--- src/rtl/register_pkg.sv ---
`default_nettype none
// ============================================================================
// Module      : register_pkg
// Description : Shared defaults and sizing helper for the enabled register pipe.
// Revision    : 1.0
// ============================================================================
package register_pkg;

    localparam int DEFAULT_WIDTH = 4;
    localparam int DEFAULT_DEPTH = 4;

    // Width needed to hold a population count of 0..depth valid stages.
    function automatic int count_width(input int depth);
        return $clog2(depth + 1);
    endfunction

endpackage : register_pkg
`default_nettype wire

--- src/rtl/register_en_n.sv ---
`default_nettype none
// ============================================================================
// Module      : register_en_n
// Description : N-bit enabled register; the MSB is a flag with its own clear.
// Revision    : 1.0
// ============================================================================
module register_en_n #(
    parameter int WIDTH = 5
) (
    input  logic             i_clk,
    input  logic             i_rst,
    input  logic             i_en,
    input  logic             i_clr,
    input  logic [WIDTH-1:0] i_d,
    output logic [WIDTH-1:0] o_q
);

    logic [WIDTH-1:0] r_q;

    // Clear drops only the flag bit; the payload bits keep their value.
    always_ff @(posedge i_clk) begin
        if (i_rst) begin
            r_q <= '0;
        end else if (i_clr) begin
            r_q[WIDTH-1] <= 1'b0;
        end else if (i_en) begin
            r_q <= i_d;
        end
    end

    assign o_q = r_q;

endmodule : register_en_n
`default_nettype wire

--- src/rtl/register_pipe_en.sv ---
`default_nettype none
// ============================================================================
// Module      : register_pipe_en
// Description : DEPTH-stage enabled data pipeline with per-stage valid flags,
//               flush, and live occupancy count.
// Revision    : 1.0
// ============================================================================
module register_pipe_en
    import register_pkg::*;
#(
    parameter int WIDTH = DEFAULT_WIDTH,
    parameter int DEPTH = DEFAULT_DEPTH,
    localparam int CW   = count_width(DEPTH)
) (
    input  logic             i_clk,
    input  logic             i_rst,
    input  logic             i_en,
    input  logic             i_flush,
    input  logic             i_valid,
    input  logic [WIDTH-1:0] i_d,
    output logic [WIDTH-1:0] o_q,
    output logic             o_valid,
    output logic [CW-1:0]    o_count,
    output logic             o_full,
    output logic             o_empty
);

    // Each stage word is {valid, data}.
    logic [WIDTH:0]   w_stage_d [DEPTH];
    logic [WIDTH:0]   w_stage_q [DEPTH];
    logic [DEPTH-1:0] w_valid;
    logic [CW-1:0]    w_count;

    for (genvar k = 0; k < DEPTH; k++) begin : g_stage
        if (k == 0) begin : g_head
            assign w_stage_d[k] = {i_valid, i_d};
        end else begin : g_body
            assign w_stage_d[k] = w_stage_q[k-1];
        end

        register_en_n #(
            .WIDTH (WIDTH + 1)
        ) u_stage (
            .i_clk (i_clk),
            .i_rst (i_rst),
            .i_en  (i_en),
            .i_clr (i_flush),
            .i_d   (w_stage_d[k]),
            .o_q   (w_stage_q[k])
        );

        assign w_valid[k] = w_stage_q[k][WIDTH];
    end

    // Population count of the valid flags; cannot exceed DEPTH by construction.
    always_comb begin
        w_count = '0;
        for (int k = 0; k < DEPTH; k++) begin
            w_count = w_count + CW'(w_valid[k]);
        end
    end

    assign o_q     = w_stage_q[DEPTH-1][WIDTH-1:0];
    assign o_valid = w_valid[DEPTH-1];
    assign o_count = w_count;
    assign o_full  = (w_count == CW'(DEPTH));
    assign o_empty = (w_count == '0);

endmodule : register_pipe_en
`default_nettype wire

--- config.mk ---
export PLATFORM = sky130hd
export DESIGN_NAME = register_pipe_en
export DESIGN_NICKNAME = d
export VERILOG_FILES = /design/src/rtl/register_pkg.sv /design/src/rtl/register_en_n.sv /design/src/rtl/register_pipe_en.sv
export SDC_FILE = /design/constraint.sdc
export NUM_CORES = 1
export LEC_CHECK = 0
export CAP_MARGIN = 20
export CORE_UTILIZATION = 30
export DETAILED_ROUTE_END_ITERATION = 8
export SETUP_SLACK_MARGIN = 0.05
export SLEW_MARGIN = 40
export SYNTH_ARGS = -nofsm -noshare
export SYNTH_HDL_FRONTEND = slang
export SYNTH_SLANG_ARGS = --single-unit
--- constraint.sdc ---
create_clock -name i_clk -period 3.44 [get_ports i_clk]
set_input_delay 1.032 -clock i_clk [delete_from_list [all_inputs] [get_ports i_clk]]
set_output_delay 1.032 -clock i_clk [all_outputs]
set_load 0.1 [all_outputs]
* Yosys cells after proc, flatten, opt, wreduce, memory -nomap -nowiden
Index checks and enable logic that the tools add are counted.
** Storage, ports and cells
- Bits in registers :: 20
- Input port bits :: 9
- Output and inout bits :: 10
- Logic and storage cells :: 16
** Operators by class
- Add/sub/neg operators :: 3
- Equal/unequal tests :: 1
- Bitwise logic cells :: 1
- Reduce and logical (&&, ||, !) cells :: 3
** Operator list (count)
- 2-bit by 1-bit adder with 3-bit output :: 1
- 3-bit by 1-bit adder with 3-bit output :: 1
- 3-bit == test (second input constant) :: 1
- 3-bit logical NOT :: 1
- 1-bit by 1-bit adder with 2-bit output :: 1
- 2-bit AND reduction :: 1
- 2-bit OR reduction :: 1
- 1-bit NOT :: 1

* Longest topological paths before layout
Gate-level depths: netlist of the first run.
- Depth after elaboration :: 4
- Depth in mapped cells :: 6
- Depth with buffers taken out :: 6

* By module
Synthesis of the first run repeated with hierarchy kept, for this count alone.
** Unflattened totals
- Cells, all modules :: 90
- Area total of the unflattened synthesis :: 982.2 um^2
** By module, submodules not included
- register_en_n :: instances 4, cells an instance 20, area an instance 224.0 um^2, seq. area each 100.1 um^2
- register_pipe_en :: instances 1, cells an instance 10, area an instance 86.3 um^2, seq. area each 0.0 um^2

* Worst setup path after synthesis of the first run
Ideal clock, no wire load.
- Path type :: flip-flop to output port
- Start point :: reg g_stage[3].u_stage.r_q[4]
- End point :: out o_full
- Arrival :: 4.900 ns
- Required time :: 2.408 ns
- Slack :: -2.492 ns
- Stages on the path, launching flop included :: 7
- Path buffers :: 0
- Path through :: dfxtp_1 inv_1 fa_1 inv_1 ha_1 ha_1 nor3b_1
** On the way
- Cells in the longest elaborated chain, start to end :: 2
** Ends and longest elaborated chain
- start, declared :: line register_en_n.sv:18 : logic [WIDTH-1:0] r_q;
- start signal, assigned :: line register_en_n.sv:27 : r_q <= i_d;
- 3-bit by 1-bit adder with 3-bit output :: line register_pipe_en.sv:59 : w_count = w_count + CW'(w_valid[k]);
- net o_count[2] :: line register_pipe_en.sv:23 : output logic [CW-1:0] o_count,
- 3-bit == test :: line register_pipe_en.sv:66 : assign o_full = (w_count == CW'(DEPTH));
- end, declared :: line register_pipe_en.sv:24 : output logic o_full,
The timed path passes the listed nets, and every way through them passes these cells.

* Worst setup path after layout of the first run
- Start point :: reg g_stage[1].u_stage.r_q[4]
- End point :: out o_full
** On the way
- Cells in the longest elaborated chain, start to end :: 4
** Ends and longest elaborated chain (line)
- start, declared :: register_en_n.sv:18
- start signal, assigned :: register_en_n.sv:27
- 1-bit by 1-bit adder with 2-bit output :: register_pipe_en.sv:59
- 2-bit by 1-bit adder with 3-bit output :: register_pipe_en.sv:59
- 3-bit by 1-bit adder with 3-bit output :: register_pipe_en.sv:59
- 3-bit == test :: register_pipe_en.sv:66
Every way passes these cells.

==> results of run 1 <==
## worst max-delay path, delay by kind of cell (launching register included)
family / cells / cell delay [ns]
flops: 1 / 0.36
buf+inv: 3 / 0.31
fa+ha+maj: 3 / 0.96
simple gates: 1 / 0.21
## stage by stage
step | worst slack (ns) | setup TNS, ns | instance area, µm²
6_report | 0.2698 | 0 | 1189
4_1_cts | 0.2390 | 0 | 1189
5_1_grt | 0.1477 | 0 | 1189
3_3_place_gp | 0.6211 | 0 | 1152
3_5_place_dp | 0.5842 | 0 | 1152
2_1_floorplan | -0.08620 | -0.08620 | 953.4
## area by class of cell
cell class	count	area, µm²
timing repair buffer	19	212.7
fill	288	1617
clock buffer	4	36.28
sequential	20	404.1
inverter	5	18.77
tap	31	38.79
multi-input combinational	51	478.0
## cells in the mapped netlist
master,instances,area (µm²)
buf_6,4,45.04
clkbuf_1,2,7.510
dfxtp_1,20,400.4
fa_1,1,20.02
ha_1,2,25.02
inv_1,5,18.77
mux2i_1,16,160.2
nand2b_1,16,100.1
nand2b_4,1,13.76
nand4bb_1,4,45.04
nor2b_4,1,13.76
nor3_1,5,25.02
nor3b_1,1,7.510
o21ai_1,4,20.02
## worst max path at each step
stage / depth (start not counted) / slack [ns] / to / from
after floorplan: 6 / -0.09 / o_full / g_stage[3].u_stage.o_q[4]
after global placement: 7 / 0.62 / o_full / g_stage[1].u_stage.o_q[4]
after detailed placement: 7 / 0.58 / o_full / g_stage[1].u_stage.o_q[4]
after CTS: 7 / 0.24 / o_full / g_stage[1].u_stage.o_q[4]
after global routing: 7 / 0.15 / o_full / g_stage[1].u_stage.o_q[4]
final: 7 / 0.27 / o_full / g_stage[1].u_stage.o_q[4]
## power breakdown
part / internal [mW] / switching [mW] / total, mW
clock: 0.0644 / 0.0658 / 0.130
combinational: 0.0262 / 0.0253 / 0.0515
sequential: 0.234 / 0.00114 / 0.236
total: 0.325 / 0.0922 / 0.417
## layer usage
metal	GRT usage, %	vias up	part of all wire, %
li1	-	308	-
met1	12.13	286	47
met2	15.82	15	48
met3	2.304	2	4.6
met4	4.181	0	0.64
met5	0	-	0
## logic make-up (layout without fill, tap and decap cells)
| group | after synthesis | in the layout | synth area share (%) |
|---|---|---|---|
| AOI/OAI and AO/OA | 4 | 4 | 2.219 |
| and+or+nand+nor | 28 | 28 | 22.75 |
| adders and majority gates | 3 | 3 | 4.993 |
| muxes | 16 | 16 | 17.75 |
| DFF | 20 | 20 | 44.38 |
| buffers and inverters | 11 | 28 | 7.906 |
==> flow_metrics.tcl, run 1 <==
set metrics [dict create \
    outcome "finished, violations left" \
    violations "DRC" \
    die_w_um 56.84 \
    fmax_ghz 0.3154 \
    cts_setup_buffers 0 \
    synth_nets 94 \
    hold_ws_ns 0.4801 \
    dr.first_iter.drc_count 8 \
    worstHoldStart "g_stage[0].u_stage.o_q[3]" \
    antenna_cells 0 \
    ys_types 14 \
    syn-cell-area_um2 902.1 \
    cts-buffers-inserted 3 \
    design_power_total_mw 0.4174 \
    power_density_nw_per_um2 351.1 \
    grt_pass1_vias 574 \
    ys_seq_area_share_pct 44.38 \
    dp_cells 126 \
    gr-usage-all-layers_pct 9.681 \
    worstSkewPairLatency_ns 0.29 \
    slew_viol_final 0 \
    ios 19 \
    synth_area_per_cell_um2 11.00 \
    skew_ns 0.001566 \
    nNetsFinal 112 \
    grt_antenna_before_repair 0 \
    firstDrtPassIters 6 \
    port_buffers 18 \
    cts_hold_buf 0 \
    ff2ff_path_depth 2 \
    dieHeight_um 56.84 \
    wl_mm 1.400 \
    mostFrequentLayoutCell "dfxtp_1" \
    cap_violations 0 \
    worst_slew_pin_slew_ns 0.6000 \
    maxSlewHeadroom_pct 59.88 \
    ctsResizeCount 0 \
    fp.dieArea_um2 3230 \
    grt_pass1_wl_mm 2.456 \
    final_util_pct 42.37 \
    vias 611 \
    yosys_warnings 0 \
    setup_violations 0 \
    arrival_ns 2.14 \
    fin_crit_ns 3.170 \
    postRouteAntennaNets 0 \
    endpoint_kind "output port" \
    finalCritPeriodShare_pct 92.16 \
    clock_sinks 20 \
    hold_class "reg -> reg" \
    drcViolationCount 2 \
    gp_congestion 0.6921 \
    rsz0062_at_grt "false" \
    vdd_drop_max_uv 224.1 \
    largest_register_ffs 20 \
    cp_cell_sequence "inv_1 > fa_1 > inv_2 > ha_4 > ha_4 > nor3b_4 > buf_12" \
    rows 19 \
    postSynthRegisterBits 20 \
    clkTransAtPathRegs_ns 0.10 \
    start_util_pct 32.16 \
    core_um2 2805 \
    syn_to_final_growth_pct 31.76 \
    power_leakage_nw 0.4812 \
    layout_common_cells "19 x dfxtp_1, 16 x nand2b_1, 16 x mux2i_1, 8 x clkdlybuf4s50_1, 7 x buf_4" \
    worst_path_max_delay_cell "fa_1" \
    min_to "g_stage[0].u_stage.o_q[3]" \
    crit_required_ns 2.41 \
    critical_path_class "reg -> out" \
    grt_overflow 0 \
    crit_top_cell "ha_4" \
    cts_root_buf "clkbuf_4" \
    drive_gt1_share_pct 24.24 \
    place.detailed.hpwl_mm 1.027 \
    max_stage_delay_ns 0.55 \
    min_path_cells 2 \
    critPathMaxFanout 3 \
    cts_tree "yes" \
    reg2reg_slack_ns 2.71 \
    clk_path_buf_depth 2 \
    regToRegEndpoint "g_stage[3].u_stage.o_q[4]" \
    finalNonFillerCells 130 \
    vias_per_cell 4.700 \
    grt_max_degree 25 \
    synthCells 82 \
    regToRegStartpoint "g_stage[2].u_stage.o_q[4]" \
    ctsHtreeMaxLevel 1 \
    cp-start-kind "register" \
    wire_per_inst_um 10.77 \
    hold_viol_final 0 \
]
No activity file was read; power rests on OpenSTA's default activity.
==> inputs of run 2 (changes only) <==
Settings changed: CTS_CLUSTER_DIAMETER from default to 40.
Clock period 3.44 ns to 2.9 ns, I/O delays scaled along.
==> flow_metrics.tcl, run 2 (synthesis gave the netlist of run 1 again) <==
set metrics [dict create \
    power_leakage_nw 0.5067 \
    pwr-share-comb_pct 11.5 \
    violations "DRC, setup timing" \
    layout_common_cells "17 x dfxtp_1, 16 x nand2b_1, 16 x mux2i_1, 9 x buf_4, 8 x clkdlybuf4s50_1" \
    core_um2 2805 \
    crit_required_ns 2.03 \
    power_density_nw_per_um2 429.8 \
    hold_class "reg -> reg" \
    switching_share_pct 22.00 \
    clk_path_buf_depth 2 \
    antenna_cells 0 \
    pwr-share-clk_pct 35.9 \
    die_w_um 56.84 \
    dpl_cell_area_um2 1165 \
    finalCritPeriodShare_pct 101.5 \
    ios 19 \
    critPathMaxFanout 3 \
    setup_violations 1 \
    mostFrequentLayoutCell "dfxtp_1" \
    rows 19 \
    grt_overflow 0 \
    dr.max_layer_used "met4" \
    vias 639 \
    drcViolationCount 2 \
    drive_gt1_share_pct 29.41 \
    wl_met3_um 58 \
    finalNonFillerCells 133 \
    cts_tree "yes" \
    nNetsFinal 115 \
    grt_pass1_wl_mm 2.677 \
    max_stage_delay_ns 0.54 \
    hold_ws_ns 0.4808 \
    setup_ws_ns -0.04382 \
    cp_top_family "adder cells" \
    worstSkewPairLatency_ns 0.30 \
    outcome "finished, violations left" \
    grt_antenna_before_repair 0 \
    cts_root_buf "clkbuf_4" \
    endpoint_kind "output port" \
    vdd_drop_max_uv 274.9 \
    clkTransAtPathRegs_ns 0.11 \
    maxSlewHeadroom_pct 58.84 \
    gp_congestion 0.7118 \
    place.detailed.hpwl_mm 1.052 \
    fp.dieArea_um2 3230 \
    hold_viol_final 0 \
    p_sw_mw 0.1170 \
    p_seq_share_pct 52.6 \
    ctsHtreeMaxLevel 1 \
    port_buffers 18 \
    dp_cells 126 \
    worst_path_max_delay_cell "fa_1" \
    firstDrtPassIters 5 \
    p_int_mw 0.4148 \
    wl_mm 1.450 \
    dr.first_iter.drc_count 7 \
    design_power_total_mw 0.5318 \
    place_ws_ns 0.1900 \
    cap_violations 0 \
    start_util_pct 32.16 \
    largest_register_ffs 20 \
    rsz0062_at_grt "true" \
    critical_path_class "reg -> out" \
    worst_slew_pin_slew_ns 0.6154 \
    syn_to_final_growth_pct 37.17 \
    cp_cell_sequence "inv_2 > fa_1 > inv_2 > ha_4 > ha_4 > nor3b_4 > buf_12" \
    gr-usage-all-layers_pct 10.74 \
    fin_crit_ns 2.944 \
    clock_sinks 20 \
    cts_hold_buf 0 \
    slew_viol_final 0 \
    arrival_ns 2.07 \
    skew_ns 0.0003015 \
    postLayoutCellArea_um2 1237 \
    fmax_ghz 0.3397 \
    cp-start-kind "register" \
    grt_pass1_vias 627 \
    wire_per_inst_um 10.90 \
    dieHeight_um 56.84 \
    postRouteAntennaNets 0 \
    wl_met1_um 638 \
    cp.buffers_inverters 3 \
    vias_per_cell 4.805 \
    grt_max_degree 25 \
    routed-wl-met2_um 725 \
    cts-buffers-inserted 3 \
]
[run 2: area by class of cell]
type	count	area, µm²
Clock buffer	4	47.55
Fill cell	287	1568
Multi-Input combinational cell	51	478.0
Inverter	5	18.77
Timing Repair Buffer	22	247.7
Tap cell	31	38.79
Sequential cell	20	406.6
[run 2: worst register-to-register path, cell delays in order, from the launching register on]
cell and delay (ns):
dfxtp_2 0.34, buf_4 0.13, mux2i_1 0.12, nor3_1 0.05
[run 2: path summary, 6_finish.rpt]
path,startpoint,endpoint,slack [ns],cells past startpoint
worst max-delay path,g_stage[1].u_stage.o_q[4],o_full,-0.04,7
worst min-delay path,g_stage[0].u_stage.o_q[0],g_stage[0].u_stage.o_q[0],0.48,2
worst max register to register,g_stage[1].u_stage.o_q[4],g_stage[1].u_stage.o_q[4],2.14,3
worst min register to register,g_stage[0].u_stage.o_q[0],g_stage[0].u_stage.o_q[0],0.48,2
[run 2: routing by layer]
metal  vias up  GRT usage, %
met1       304         12.25
met2        17         18.37
met5         -             0
met4         0         6.272
met3         4         2.304
li1        314             -
[run 2: stage by stage]
step	TNS [ns]	utilization, %
after floorplan	-0.8377	-
after global placement	0	41.53
after detailed placement	0	41.53
after CTS	-0.1899	43.84
after global routing	-0.2998	44.11
final	-0.04382	44.11
[run 2: power groups by stage]
stage | clock network [mW] | logic, mW | registers, mW
finish | 0.191 | 0.0613 | 0.280
global route | 0.210 | 0.0655 | 0.280
detailed placement | 0 | 0.0623 | 0.286
floorplan | 0 | 0.0454 | 0.286
CTS | 0.199 | 0.0625 | 0.280
global placement | 0 | 0.0616 | 0.286
[run 2: timing repair]
action	CTS	global route
setup buffers	2	1
setup endpoints to repair	3	3
pin swaps	3	3
resized for setup	3	0
endpoints found under the hold margin	0	0
==> inputs of run 3 (changes only) <==
Settings changed: GPL_ROUTABILITY_DRIVEN from default to 1.
==> results of run 3 <==
No change in the layout: final DEF, timing and power equal those of run 2.
